===== src/rtl/cpu_pkg.sv =====
`default_nettype none
// ============================================================================
// Module      : cpu_pkg
// Description : Shared CPU datapath defaults and register-file clear states.
// Revision    : 1.0 - initial release
// ============================================================================
package cpu_pkg;

    localparam int c_DATA_W = 8;
    localparam int c_ADDR_W = 4;

    typedef enum logic [0:0] {
        IDLE  = 1'b0,
        CLEAR = 1'b1
    } clr_state_t;

endpackage : cpu_pkg
`default_nettype wire


===== src/rtl/regfile_clear_ctrl.sv =====
`default_nettype none
// ============================================================================
// Module      : regfile_clear_ctrl
// Description : Sequential clear sweep controller with write/readback ready.
// Revision    : 1.0 - initial release
// ============================================================================
module regfile_clear_ctrl
    import cpu_pkg::*;
#(
    parameter int ADDR_W = c_ADDR_W
) (
    input  logic              clk,
    input  logic              rst,
    input  logic              clr_req,
    output logic              clr_busy,
    output logic              wr_ready,
    output logic [ADDR_W-1:0] clr_addr
);

    localparam logic [ADDR_W-1:0] c_LAST = '1;

    clr_state_t        r_state;
    clr_state_t        w_state_nxt;
    logic [ADDR_W-1:0] r_cnt;
    logic [ADDR_W-1:0] w_cnt_nxt;
    logic              r_ready;

    always_comb begin
        w_state_nxt = r_state;
        w_cnt_nxt   = r_cnt;
        case (r_state)
            IDLE: begin
                if (clr_req) begin
                    w_state_nxt = CLEAR;
                    w_cnt_nxt   = '0;
                end
            end
            CLEAR: begin
                w_cnt_nxt = r_cnt + 1'b1;
                if (r_cnt == c_LAST) begin
                    w_state_nxt = IDLE;
                end
            end
            default: w_state_nxt = IDLE;
        endcase
    end

    // Ready is registered so it stays low until the first edge after reset release.
    always_ff @(posedge clk or negedge rst) begin
        if (!rst) begin
            r_state <= IDLE;
            r_cnt   <= '0;
            r_ready <= 1'b0;
        end else begin
            r_state <= w_state_nxt;
            r_cnt   <= w_cnt_nxt;
            r_ready <= (w_state_nxt == IDLE);
        end
    end

    assign clr_busy = (r_state == CLEAR);
    assign wr_ready = r_ready;
    assign clr_addr = r_cnt;

endmodule : regfile_clear_ctrl
`default_nettype wire


===== src/rtl/cpu_regfile_param.sv =====
`default_nettype none
// ============================================================================
// Module      : cpu_regfile_param
// Description : Parametrised 2R/1W register file with readback and clear sweep.
// Revision    : 1.0 - initial release
// ============================================================================
module cpu_regfile_param
    import cpu_pkg::*;
#(
    parameter int DATA_W   = c_DATA_W,
    parameter int ADDR_W   = c_ADDR_W,
    parameter int ZERO_REG = 0,
    parameter int BYPASS   = 1
) (
    input  logic              clk,
    input  logic              rst,
    input  logic [ADDR_W-1:0] rs,
    input  logic [ADDR_W-1:0] rt,
    input  logic [ADDR_W-1:0] rd,
    input  logic [DATA_W-1:0] data_in,
    input  logic              enable_write,
    input  logic              output_enable,
    input  logic              clr_req,
    output logic              wr_ready,
    output logic              clr_busy,
    output logic [DATA_W-1:0] reg_a,
    output logic [DATA_W-1:0] reg_b,
    output logic [DATA_W-1:0] data_out,
    output logic              data_valid
);

    localparam int c_DEPTH = 2 ** ADDR_W;

    logic [DATA_W-1:0] r_regs [c_DEPTH];
    logic [ADDR_W-1:0] w_clr_addr;
    logic              w_wr_acc;
    logic              w_rd_acc;
    logic              w_rd_locked;
    logic              w_wr_en;
    logic [DATA_W-1:0] r_data_out;
    logic              r_data_valid;

    regfile_clear_ctrl #(
        .ADDR_W (ADDR_W)
    ) u_clear_ctrl (
        .clk      (clk),
        .rst      (rst),
        .clr_req  (clr_req),
        .clr_busy (clr_busy),
        .wr_ready (wr_ready),
        .clr_addr (w_clr_addr)
    );

    // Readback has priority: a combined request performs no write.
    assign w_wr_acc = wr_ready & enable_write & ~output_enable;
    assign w_rd_acc = wr_ready & output_enable;

    generate
        if (ZERO_REG != 0) begin : g_zero_reg
            assign w_rd_locked = (rd == '0);
        end else begin : g_no_zero_reg
            assign w_rd_locked = 1'b0;
        end
    endgenerate

    assign w_wr_en = w_wr_acc & ~w_rd_locked;

    always_ff @(posedge clk or negedge rst) begin
        if (!rst) begin
            for (int i = 0; i < c_DEPTH; i++) begin
                r_regs[i] <= '0;
            end
        end else if (clr_busy) begin
            r_regs[w_clr_addr] <= '0;
        end else if (w_wr_en) begin
            r_regs[rd] <= data_in;
        end
    end

    // Zero-register masking is applied last so it overrides the bypass path.
    always_comb begin
        reg_a = r_regs[rs];
        reg_b = r_regs[rt];
        if ((BYPASS != 0) && w_wr_acc && (rd == rs)) reg_a = data_in;
        if ((BYPASS != 0) && w_wr_acc && (rd == rt)) reg_b = data_in;
        if ((ZERO_REG != 0) && (rs == '0)) reg_a = '0;
        if ((ZERO_REG != 0) && (rt == '0)) reg_b = '0;
    end

    always_ff @(posedge clk or negedge rst) begin
        if (!rst) begin
            r_data_out   <= '0;
            r_data_valid <= 1'b0;
        end else begin
            r_data_valid <= w_rd_acc;
            if (w_rd_acc) begin
                r_data_out <= r_regs[rd];
            end
        end
    end

    assign data_out   = r_data_out;
    assign data_valid = r_data_valid;

endmodule : cpu_regfile_param
`default_nettype wire


===== config.mk =====
export PLATFORM = sky130hd
export DESIGN_NAME = cpu_regfile_param
export DESIGN_NICKNAME = d
export VERILOG_FILES = /design/src/rtl/cpu_pkg.sv /design/src/rtl/regfile_clear_ctrl.sv /design/src/rtl/cpu_regfile_param.sv
export SDC_FILE = /design/constraint.sdc
export NUM_CORES = 1
export LEC_CHECK = 0
export BUFFER_PORTS_ARGS = -buffer_cell sky130_fd_sc_hd__buf_2
export CORE_UTILIZATION = 55
export DETAILED_ROUTE_END_ITERATION = 7
export GPL_ROUTABILITY_DRIVEN = 0
export GPL_TIMING_DRIVEN = 0
export PLACE_DENSITY_LB_ADDON = 0.15
export SYNTH_ARGS = -nofsm -noshare
export SYNTH_HDL_FRONTEND = slang
export SYNTH_HIERARCHICAL = 1
export SYNTH_SLANG_ARGS = --single-unit

===== constraint.sdc =====
create_clock -name clk -period 4.8 [get_ports clk]
set_input_delay 0.24 -clock clk [delete_from_list [all_inputs] [get_ports clk]]
set_output_delay 0.24 -clock clk [all_outputs]
set_load 0.01 [all_outputs]

# Yosys cells after proc, flatten, opt, wreduce, memory -nomap -nowiden
# Cells that the tools add are included.
totals:
  reg_bits: 143
  input_bits: 25
  output_inout_bits: 27
  wordCells: 72
classes:
  addsub: 1
  order_cmp: 6
  eq_ne: 4
  muxes: 23
  n_bitwise: 12
  reduce_logical: 5
op_table:
  columns: ["cell", "count"]
  rows:
  - ["$mux 128", 2]
  - ["$and 128x128->128", 1]
  - ["$bwmux 128", 1]
  - ["$not 128->128", 1]
  - ["$bmux 8 s4", 3]
  - ["$mux 8", 10]
  - ["$demux 8 s4", 2]
  - ["$ge 5x5->1 const B", 4]
  - ["$not 4->5", 4]
  - ["$lt 5x1->1 const B", 2]
  - ["$eq 4x4->1", 2]
  - ["$pmux 4 s2", 1]
  - ["$add 4x1->4 const B", 1]
  - ["$eq 4x4->1 const B", 1]
  - ["$logic_and 1x1->1", 4]
  - ["$mux 4", 1]
  - ["$and 1x1->1", 3]
  - ["$not 1->1", 3]
  - ["$mux 1", 2]
  - ["$ne 2x2->1 const B", 1]
  - ["$pmux 1 s2", 1]
  - ["$reduce_bool 2->1", 1]

# Logic depth before layout (Yosys ltp)
# Gate-level depths: netlist of run 1.
depth:
  word_depth: 8
  ltp_mapped: 7
  mapped_depth_nobuf: 4

# By module
# Netlist of run 1, hierarchy kept.
by_module_without_submodules:
  columns: ["module", "n_inst", "cells_each", "area_each_um2", "seq_area_each_um2"]
  rows:
  - ["cpu_regfile_param", 1, 578, 8645.8, 3428.3]
  - ["regfile_clear_ctrl", 1, 17, 245.2, 150.1]

# Worst setup path after synthesis of run 1
# Ideal clock, no wire load.
synth_timing:
  path_type: "in2out"
  from: "input rt[0]"
  to: "output reg_b[5]"
  arrival_time_ps: 1598
  t_required_ps: 4560
  path_slack_ps: 2962
  cell_stages: 6
  n_path_buf: 2
  path_cell_list: "buf_2 -> buf_6 -> mux4_2 -> mux2i_1 -> mux2i_1 -> mux2_2"
synth_via:
  elab_chain_cells: 5
  word_cells_on_any_way: 7
  classes_between: "1 x eq/ne; 4 x mux; 1 x bitwise; 1 x reduce/logical"
synth_lines:
  columns: ["item", "line", "text"]
  rows:
  - ["start, declared", "cpu_regfile_param.sv:18", "input logic [ADDR_W-1:0] rt,"]
  - ["$not 4->5 (implied by the code)", "cpu_regfile_param.sv:83", "reg_b = r_regs[rt];"]
  - ["$bmux 8 s4", "cpu_regfile_param.sv:83", null]
  - ["$mux 8 (implied by the code) (2 in series)", "cpu_regfile_param.sv:83", null]
  - ["$mux 8 (*)", "cpu_regfile_param.sv:85", "if ((BYPASS != 0) && w_wr_acc && (rd == rt)) reg_b = data_in;"]
  - ["end, declared", "cpu_regfile_param.sv:27", "output logic [DATA_W-1:0] reg_b,"]
# Every way passes the cells marked *; elsewhere a longest branch is shown, timed or not. The select of a mux whose other input is x is not followed.

# Worst setup path after layout of run 1
layout_timing:
  from: "input rs[3]"
  to: "output reg_a[5]"
layout_via:
  elab_chain_cells: 5
  word_cells_on_any_way: 7
  classes_between: "1 x eq/ne; 4 x mux; 1 x bitwise; 1 x reduce/logical"
layout_lines:
  columns: ["item", "line", "text"]
  rows:
  - ["start, declared", "cpu_regfile_param.sv:17", "input logic [ADDR_W-1:0] rs,"]
  - ["$not 4->5 (implied by the code)", "cpu_regfile_param.sv:82", "reg_a = r_regs[rs];"]
  - ["$bmux 8 s4", "cpu_regfile_param.sv:82", null]
  - ["$mux 8 (implied by the code) (2 in series)", "cpu_regfile_param.sv:82", null]
  - ["$mux 8 (*)", "cpu_regfile_param.sv:84", "if ((BYPASS != 0) && w_wr_acc && (rd == rs)) reg_a = data_in;"]
  - ["end, declared", "cpu_regfile_param.sv:26", "output logic [DATA_W-1:0] reg_a,"]
# Marks and branches as above.

==> qor.csv, run 1 <==
stage,metric,value,unit
finish,drive_above_1_share,0.372,
route,dr.pass1.iters,5,
placement,hpwlAfterDp,19.8,mm
route,drt-vias-per-instance,7.86,
setup_path,reg2reg_slack,2.14,ns
timing,finalHoldViolCount,0,
setup_path,critPathArrivalTime,2.43,ns
synth,ys_types,44,
grt,grt-ovfl-total,0,
finish,layout_common_cells,"dfrtp_1, a22o_1, mux4_2, mux2i_1, buf_2",
job,drv_cap,1,
power,power_density,338,mW/mm^2
synth,synthAdderAreaFrac,0.00141,
setup_path,path_max_fanout,10,
floorplan,io_pins,52,
clocking,htreeDepth,4,
clocking,cts_hold_buf,1,
route,wl,31.7,mm
finish,syn_to_final_growth,12.1,%
timing,worst-slew-pin-transition,1.60,ns
power,seqPwrFrac,0.393,
power,p_leak,4.50,nW
grt,grt_pass1_vias,6838,
finish,final_core_util,0.630,
finish,final_common_cell,dfrtp_1,
power,power.internal,2.25,mW
power,clkPwrFrac,0.397,
setup_path,r2r_start,u_clear_ctrl/clr_busy,
timing,slew_headroom,-0.0646,
status,status,finished with violations,
setup_path,crit_path_start_kind,input port,
clocking,path_clk_slew,0.06,ns
clocking,cts_resized,0,
placement,placedCellCount,846,
worst_hold_path,hp-start,clr_req,
setup_path,slowest_delay,0.80,ns
grt,antenna_found_initial,0,
synth,yosysWarnings,6,
setup_path,cp-startpoint,rs[3],
timing,report.final.slew_viol_count,9,
placement,placed_cell_area,0.00937,mm^2
timing,finalSetupTns,0,ns
synth,ys_ff_latch,143,
floorplan,die_h,129,um
finish,fin_nets,676,
worst_hold_path,hold_path.class,in2reg,
finish,stdcell_area,0.00997,mm^2
route,vias,6905,
synth,synth-edff-count,0,
finish,fillers,1185,
status,violations,"capacitance limit, slew limit",
clocking,cts.path.max_buffers,2,
setup_path,end_kind,primary output,
floorplan,rows,46,
synth,syn_area_per_cell,14.9,um^2
timing,fin_skew,0.0114,ns
timing,fin_crit_sh,0.557,
grt,grt_max_degree,102,
power,combPwrFrac,0.211,
timing,timing.fmax,0.374,GHz
synth,ys_seq_area_frac,0.402,
clocking,cts_tree,yes,
clocking,cts_sinks,143,
synth,yosys_most_used_dff,dfrtp_1,
clocking,clk_latency,0.45,ns
synth,synth_simple_gate_area_frac,0.0519,
timing,period_needed,2.67,ns
setup_path,crit_type,in2out,
synth,syn_nets,621,
route,drc,0,
power,power.net_switching,1.12,mW
route,drtIter0Drc,939,
synth,synth-async-reset-ratio,1.00,
setup_path,crit_chain,buf_2 > clkbuf_1 > mux4_2 > mux2i_1 > mux2i_1 > mux2_2 > buf_2,
power,ir_drop,302,uV
setup_path,required,4.56,ns
synth,netlist_instances,595,
grt,grt_pass1_wl,45.9,mm
synth,yosys.area_share.xor_xnor,0.00985,
floorplan,core_area,0.0158,mm^2
synth,synth_top_family_by_area,multiplexers,
grt,grt.total_usage,0.407,
setup_path,cpMaxStageDelayCell,clkbuf_1,
route,ant_nets,0,
floorplan,die_area,0.0167,mm^2
floorplan,start_util,0.562,
finish,antenna_cells,0,
clocking,cts_buffers,17,
clocking,ctsRootBufferMaster,clkbuf_16,
synth,muxShareOfSynthArea,0.337,
timing,grt_setup_unrepaired,no,
route,avgRoutedWirePerCell,36.1,um
synth,synth_compound_area_frac,0.159,
placement,portBuffers,33,
clocking,post_cts_buffers,0,
finish,layout.cells.non_filler,878,
power,netSwitchingFraction,0.333,
synth,syn_area,0.00889,mm^2
timing,setup_viol,0,
floorplan,fp.dieW,129,um
critical path: cells and delay by family:
kind,cells,cell delay (ns)
buffers and inverters,3,1.16
multiplexers,4,1.02
registers in the layout, indices dropped and copies added (netlist names):
name and count:
data_out 8, u_clear_ctrl/clr_busy 1, r_regs 128, data_valid 1, u_clear_ctrl/clr_addr 4, u_clear_ctrl/wr_ready 1
stage by stage:
step	power [mW]	hold slack, ns	worst slack [ns]
after floorplan	1.74	-0.0556	2.96
after global placement	2.00	0.454	1.56
after detailed placement	2.02	0.189	2.21
after CTS	3.33	0.189	2.20
after global routing	3.44	0.206	2.11
final	3.37	0.190	2.13
worst paths after layout:
check                                                 to  cells past startpoint
max in group asynchronous                      r_regs[8]                      3
worst min register to register               data_out[0]                      1
worst max-delay path                            reg_a[5]                      7
worst max register to register                r_regs[67]                      5
worst min-delay path            u_clear_ctrl/clr_addr[3]                      3
min in group asynchronous                     r_regs[20]                      2
cell families after synthesis:
kind of cell	count (synthesis)
adder cells (fa/ha/maj)	1
flip-flops	143
buffers and inverters	59
XOR/XNOR	10
AND/OR/NAND/NOR	41
multiplexers	177
AO/OA/AOI/OAI	164
Yosys cell counts, types with 3 or more instances:
cell	number	area share
a21o_1	8	0.0068
a21oi_2	10	0.0099
a22o_1	130	0.13
a31oi_2	3	0.0042
buf_1	15	0.0063
buf_2	12	0.0068
buf_4	4	0.0034
buf_6	11	0.014
clkbuf_1	14	0.0059
dfrtp_1	143	0.40
mux2_2	17	0.022
mux2i_1	64	0.072
mux4_2	96	0.24
nor3_4	12	0.022
nor4_4	4	0.0096
o22ai_1	8	0.0056
xnor2_1	9	0.0089
cell type report:
type / instances / area [um^2] / area share
multi-input combinational: 393 / 4970 / 0.498
sequential: 143 / 3580 / 0.359
clock buffer: 19 / 453 / 0.0454
buffer: 57 / 338 / 0.0339
tap: 216 / 270 / 0.0271
timing repair buffer: 36 / 220 / 0.0221
clock inverter: 12 / 133 / 0.0133
inverter: 2 / 7.51 / 0.000753
metal layers:
| layer | vias up | routed length, um | track usage |
|---|---|---|---|
| li1 | 2605 | - | - |
| met1 | 3416 | 10900 | 0.509 |
| met2 | 680 | 13700 | 0.577 |
| met3 | 204 | 4550 | 0.147 |
| met4 | 0 | 2560 | 0.316 |
| met5 | - | 0 | 0.00294 |
power groups by stage:
| stage | combinational [mW] | clock (mW) | sequential (mW) |
|---|---|---|---|
| after floorplan | 0.415 | 0 | 1.33 |
| after global placement | 0.660 | 0 | 1.34 |
| after detailed placement | 0.677 | 0 | 1.34 |
| after CTS | 0.679 | 1.33 | 1.32 |
| after global routing | 0.720 | 1.39 | 1.33 |
| final | 0.709 | 1.34 | 1.32 |
Note: power is estimated with default switching activity, not from simulation.
==> run 2: changes to the inputs <==
==> constraint.sdc (replaced) <==
create_clock -name clk -period 2.5 [get_ports clk]
set_input_delay 0.125 -clock clk [delete_from_list [all_inputs] [get_ports clk]]
set_output_delay 0.125 -clock clk [all_outputs]
set_load 0.01 [all_outputs]
==> run 2 against run 1 <==
The run now ends clean. Sequential share of layout area is 0.45 points lower. Total power up 92%. Critical endpoint is now reg_b[3]. Final cell count rose by 1.9%. Global-route usage hardly changed. Count of clock-buffer cells in the layout did not move.
==> qor.csv, run 2 (synthesis results as in run 1) <==
stage,metric,value,unit
status,status,"finished, final reports clean",
setup_path,ff2ff_path_depth,5,
floorplan,io_pins,52,
clocking,clk_latency,0.44,ns
route,drc,0,
power,fin_total_pwr,6.47,mW
setup_path,cpMaxStageDelayCell,clkbuf_1,
clocking,cts.path.max_buffers,2,
timing,report.final.slew_viol_count,0,
timing,grt_setup_unrepaired,no,
setup_path,required,2.38,ns
power,power_density,641,mW/mm^2
power,power.internal,4.32,mW
setup_path,crit_type,in2out,
grt,antenna_found_initial,0,
timing,fin_crit_sh,0.992,
power,seqPwrFrac,0.392,
grt,grt_pass1_wl,46.1,mm
setup_path,cpLargestDelayFamily,buffers and inverters,
floorplan,start_util,0.562,
clocking,cts_sinks,143,
timing,slew_headroom,0.123,
power,ir_drop,576,uV
setup_path,reg2reg_slack,0.02,ns
timing,setup_viol,0,
route,avgRoutedWirePerCell,35.8,um
finish,layout_common_cells,"dfrtp_1, a22o_1, mux4_2, mux2i_1, buf_2",
setup_path,slowest_delay,0.81,ns
timing,timing.fmax,0.403,GHz
setup_path,critPathArrivalTime,2.36,ns
setup_path,crit_chain,buf_2 > clkbuf_1 > mux4_2 > mux2i_1 > mux2i_1 > mux2_2 > buf_2,
setup_path,crit_path_start_kind,input port,
setup_path,r2r_start,u_clear_ctrl/clr_busy,
power,p_leak,4.58,nW
route,vias,7023,
route,ant_nets,0,
power,netSwitchingFraction,0.333,
grt,grt_max_degree,102,
timing,worst-slew-pin-transition,1.32,ns
setup_path,path_depth,7,
power,power.net_switching,2.15,mW
clocking,path_clk_slew,0.06,ns
worst_hold_path,hold_path.class,in2reg,
setup_path,timing.rr.end,r_regs[96],
finish,drive_above_1_share,0.388,
placement,placed_cell_area,0.00937,mm^2
finish,syn_to_final_growth,13.5,%
finish,fin_nets,692,
route,drt-vias-per-instance,7.85,
finish,regMostFlops,r_regs,
timing,period_needed,2.48,ns
setup_path,path_max_fanout,10,
route,dr.pass1.iters,5,
floorplan,core_area,0.0158,mm^2
floorplan,rows,46,
finish,final_core_util,0.638,
clocking,cts_tree,yes,
finish,layout.cells.non_filler,895,
route,drtIter0Drc,1004,
placement,portBuffers,33,
grt,grt-ovfl-total,0,
power,combPwrFrac,0.211,
finish,stdcell_area,0.0101,mm^2
timing,finalHoldViolCount,0,
finish,largest_reg_flops,128,
placement,hpwlAfterDp,19.8,mm
clocking,cts_buffers,17,
floorplan,die_h,129,um
setup_path,cp-startpoint,rt[3],
finish,final_common_cell,dfrtp_1,
grt,grt.total_usage,0.407,
grt,grt_pass1_vias,6773,
placement,placedCellCount,846,
setup_path,crit_buf_inv,3,
floorplan,die_area,0.0167,mm^2
clocking,htreeDepth,4,
floorplan,fp.dieW,129,um
setup_path,crit_path_end,reg_b[3],
clocking,ctsRootBufferMaster,clkbuf_16,
setup_path,end_kind,primary output,
route,wl,32.0,mm
timing,fin_skew,0.0108,ns
power,clkPwrFrac,0.396,
job,drv_cap,0,
run 2: changes by cell type in the layout (fill, tap and decap cells not counted), sizes merged:
cell / previous run / this run
diode: 0 / 1
buf: 78 / 94
run 2: cell type report:
type / count / area (um^2)
clock inverter: 12 / 133
multi-input combinational: 393 / 4970
timing repair buffer: 52 / 340
inverter: 2 / 7.51
clock buffer: 19 / 453
antenna: 1 / 2.50
sequential: 143 / 3580
fill: 1176 / 5730
buffer: 57 / 338
tap: 216 / 270
run 2: per-layer routing:
layer,track usage,routed length [um],vias to the layer above
met2,0.583,14100,712
li1,-,-,2642
met3,0.140,4480,179
met4,0.307,2220,2
met5,0.00294,43,-
met1,0.512,11200,3488
run 2: worst min path at each step:
stage,startpoint,slack (ns),cells after the start,end
2_1_floorplan,rst,-0.17,0,data_out[0]
3_3_place_gp,data_out[5],0.45,1,data_out[5]
3_5_place_dp,rst,0.07,1,r_regs[118]
4_1_cts,clr_req,0.07,3,u_clear_ctrl/clr_addr[3]
5_1_grt,clr_req,0.1,3,u_clear_ctrl/clr_addr[3]
6_report,clr_req,0.07,3,u_clear_ctrl/clr_addr[3]
run 2: power by group through the flow:
stage	logic [mW]	registers, mW	clock network (mW)
final	1.37	2.54	2.57
after floorplan	0.797	2.55	0
after global routing	1.39	2.56	2.66
after global placement	1.27	2.57	0
after detailed placement	1.30	2.58	0
after CTS	1.30	2.54	2.56
run 2: what timing repair did:
| action | in CTS | in global routing |
|---|---|---|
| gates cloned | 0 | 0 |
| pin swaps | 1 | 7 |
| setup buffers | 0 | 16 |
| hold endpoints to repair | 42 | 0 |
| gates resized for setup | 0 | 1 |
| setup endpoints to repair | 8 | 59 |
| hold buffers | 1 | 0 |
run 2: worst register-to-register path, delay by kind of cell (launching register included):
kind                   cells  cell delay, ns
AO/OA/AOI/OAI              2            0.66
buffers and inverters      1            0.16
flip-flops                 1            0.51
AND/OR/NAND/NOR            2            1.03
run 2: stage by stage:
step / TNS [ns] / hold WS (ns) / setup slack, ns
final: 0 / 0.0736 / 0.0197
after floorplan: 0 / -0.171 / 0.732
after detailed placement: -0.122 / 0.0742 / -0.0224
after global placement: -87.54 / 0.454 / -0.622
after CTS: 0 / 0.0744 / 0.0238
after global routing: 0 / 0.0978 / 0.00167
==> run 3: changes to the inputs <==
--- a/config.mk
+++ b/config.mk
@@ -6,10 +6,10 @@
 export NUM_CORES = 1
 export LEC_CHECK = 0
 export BUFFER_PORTS_ARGS = -buffer_cell sky130_fd_sc_hd__buf_2
+export CORE_MARGIN = 10
 export CORE_UTILIZATION = 55
 export DETAILED_ROUTE_END_ITERATION = 7
 export GPL_ROUTABILITY_DRIVEN = 0
-export GPL_TIMING_DRIVEN = 0
 export PLACE_DENSITY_LB_ADDON = 0.15
 export SYNTH_ARGS = -nofsm -noshare
 export SYNTH_HDL_FRONTEND = slang
==> constraint.sdc (replaced) <==
create_clock -name clk -period 2.6 [get_ports clk]
set_input_delay 0.13 -clock clk [delete_from_list [all_inputs] [get_ports clk]]
set_output_delay 0.13 -clock clk [all_outputs]
set_load 0.01 [all_outputs]
==> run 3 against run 2 <==
Combinational power is 4% lower. Final area is 0.12% higher. Register-to-register slack better by 0.33 ns. Global-route usage is 13 points lower. Hold slack better by 0.018 ns. Sequential power is 4% lower. Count of clock-buffer cells in the layout stayed put. Final cell count is 1.5% lower. First-iteration DRC count is 26% lower. Clock skew is 0.0033 ns lower. Die area is 30% higher. Highest routed layer is now met4.
==> qor.csv, run 3 (synthesis results as in run 1) <==
stage,metric,value,unit
finish,fin_nets,680,
route,vias,6709,
floorplan,die_h,147,um
status,status,"finished, final reports clean",
grt,grt-ovfl-total,0,
power,clkPwrFrac,0.407,
setup_path,cpMaxStageDelayCell,nor2_4,
job,drv_cap,0,
timing,fin_crit_sh,0.879,
floorplan,io_pins,52,
power,ir_drop,509,uV
clocking,cts_tree,yes,
timing,grt_setup_unrepaired,no,
route,drtIter0Drc,745,
timing,report.final.slew_viol_count,0,
setup_path,path_max_fanout,8,
finish,final_common_cell,dfrtp_1,
finish,largest_reg_flops,128,
timing,finalSetupTns,0,ns
setup_path,crit_chain,nand3b_1 > nor2_4 > mux2_2 > buf_2,
floorplan,die_area,0.0217,mm^2
power,power.internal,4.36,mW
route,wl,29.9,mm
floorplan,start_util,0.560,
timing,setup_viol,0,
finish,regMostFlops,r_regs,
grt,grt.total_usage,0.280,
grt,grt_pass1_wl,44.8,mm
floorplan,rows,46,
worst_hold_path,hold_path.class,in2reg,
clocking,clk_latency,0.43,ns
timing,fin_skew,0.00741,ns
setup_path,required,2.47,ns
floorplan,core_area,0.0159,mm^2
power,netSwitchingFraction,0.311,
power,combPwrFrac,0.209,
clocking,ctsRootBufferMaster,clkbuf_16,
power,power_density,626,mW/mm^2
finish,ff_latch_area,0.00358,mm^2
route,avgRoutedWirePerCell,33.9,um
clocking,cts_sinks,143,
finish,final_core_util,0.636,
power,fin_total_pwr,6.33,mW
clocking,cts.path.max_buffers,2,
setup_path,crit_type,reg2out,
finish,fillers,1202,
finish,syn_to_final_growth,13.7,%
timing,slew_headroom,0.295,
clocking,htreeDepth,4,
timing,timing.fmax,0.438,GHz
placement,hpwlAfterDp,19.0,mm
clocking,cts_buffers,17,
route,dr.pass1.iters,5,
timing,finalHoldViolCount,0,
timing,worst-slew-pin-transition,1.06,ns
placement,portBuffers,51,
power,power.net_switching,1.97,mW
finish,drive_above_1_share,0.417,
route,ant_nets,0,
finish,layout_common_cells,"dfrtp_1, a22o_1, mux4_2, mux2i_1, buf_2",
grt,grt_pass1_vias,6854,
setup_path,end_kind,primary output,
setup_path,slowest_delay,0.51,ns
power,seqPwrFrac,0.384,
route,drt-vias-per-instance,7.61,
timing,period_needed,2.28,ns
clocking,path_clk_slew,0.06,ns
grt,grt_max_degree,77,
power,p_leak,4.63,nW
setup_path,critPathArrivalTime,2.15,ns
finish,multi_input_area,0.00497,mm^2
grt,antenna_found_initial,1,
setup_path,crit_path_start_kind,flip-flop,
route,drc,0,
floorplan,fp.dieW,147,um
==> run 3: cell count changes in the layout (fill, tap and decap cells not counted), sizes merged <==
cell      change
clkinvlp      -2
clkinv        +1
buf           +2
clkbuf       -14
bufinv        +2
inv           -2
==> run 3: worst paths after layout <==
kind	startpoint	slack, ns	endpoint	depth (start not counted)
min in group asynchronous	rst	0.31	data_valid	2
worst max register to register	u_clear_ctrl/clr_busy	0.35	r_regs[96]	5
max in group asynchronous	rst	1.58	r_regs[104]	3
worst max-delay path	u_clear_ctrl/wr_ready	0.32	reg_a[5]	4
worst min-delay path	clr_req	0.09	u_clear_ctrl/clr_addr[2]	3
worst min register to register	data_out[7]	0.47	data_out[7]	1
==> run 3: stage by stage <==
stage                     hold WS (ns)  setup WS (ns)  instance area [um^2]  instances
after floorplan                 -0.166          0.832                  8890        595
after global placement           0.218          0.384                  9490        850
after detailed placement         0.225          0.369                  9490        850
after CTS                       0.0828          0.330                 10100        881
after global routing            0.0851          0.241                 10100        882
final                           0.0911          0.316                 10100        882
==> run 3: per-layer routing <==
metal / global-route usage / vias up / share of wire
met3: 0.131 / 90 / 0.13
met2: 0.410 / 542 / 0.45
met1: 0.349 / 3472 / 0.38
li1: - / 2605 / -
met4: 0.120 / 0 / 0.039
met5: 0 / - / 0
==> run 3: layout make-up <==
| class | count | area share |
|---|---|---|
| clock buffers | 19 | 0.0438 |
| flip-flops and latches | 143 | 0.354 |
| diodes | 1 | 0.000248 |
| repair buffers | 97 | 0.0665 |
| inverters | 2 | 0.000743 |
| well taps | 216 | 0.0267 |
| clock inverters | 11 | 0.0163 |
| multi-input cells | 393 | 0.492 |
==> run 3: power groups by stage <==
| stage | Clock (mW) | Combinational, mW | Sequential, mW |
|---|---|---|---|
| 2_1_floorplan | 0 | 0.766 | 2.45 |
| 3_3_place_gp | 0 | 1.27 | 2.47 |
| 3_5_place_dp | 0 | 1.29 | 2.47 |
| 4_1_cts | 2.58 | 1.29 | 2.43 |
| 5_1_grt | 2.68 | 1.38 | 2.45 |
| 6_report | 2.57 | 1.32 | 2.43 |
==> run 3: critical path, delay by kind of cell (launching register included) <==
kind | cells | cell delay [ns]
and+or+nand+nor | 2 | 0.76
buffers and inverters | 1 | 0.14
DFF | 1 | 0.41
muxes | 1 | 0.40
==> run 3: repair_timing <==
item | CTS | global route
setup buffers | 0 | 0
endpoints found under the hold margin | 74 | 0
gates resized for setup | 0 | 0
hold buffers | 1 | 0
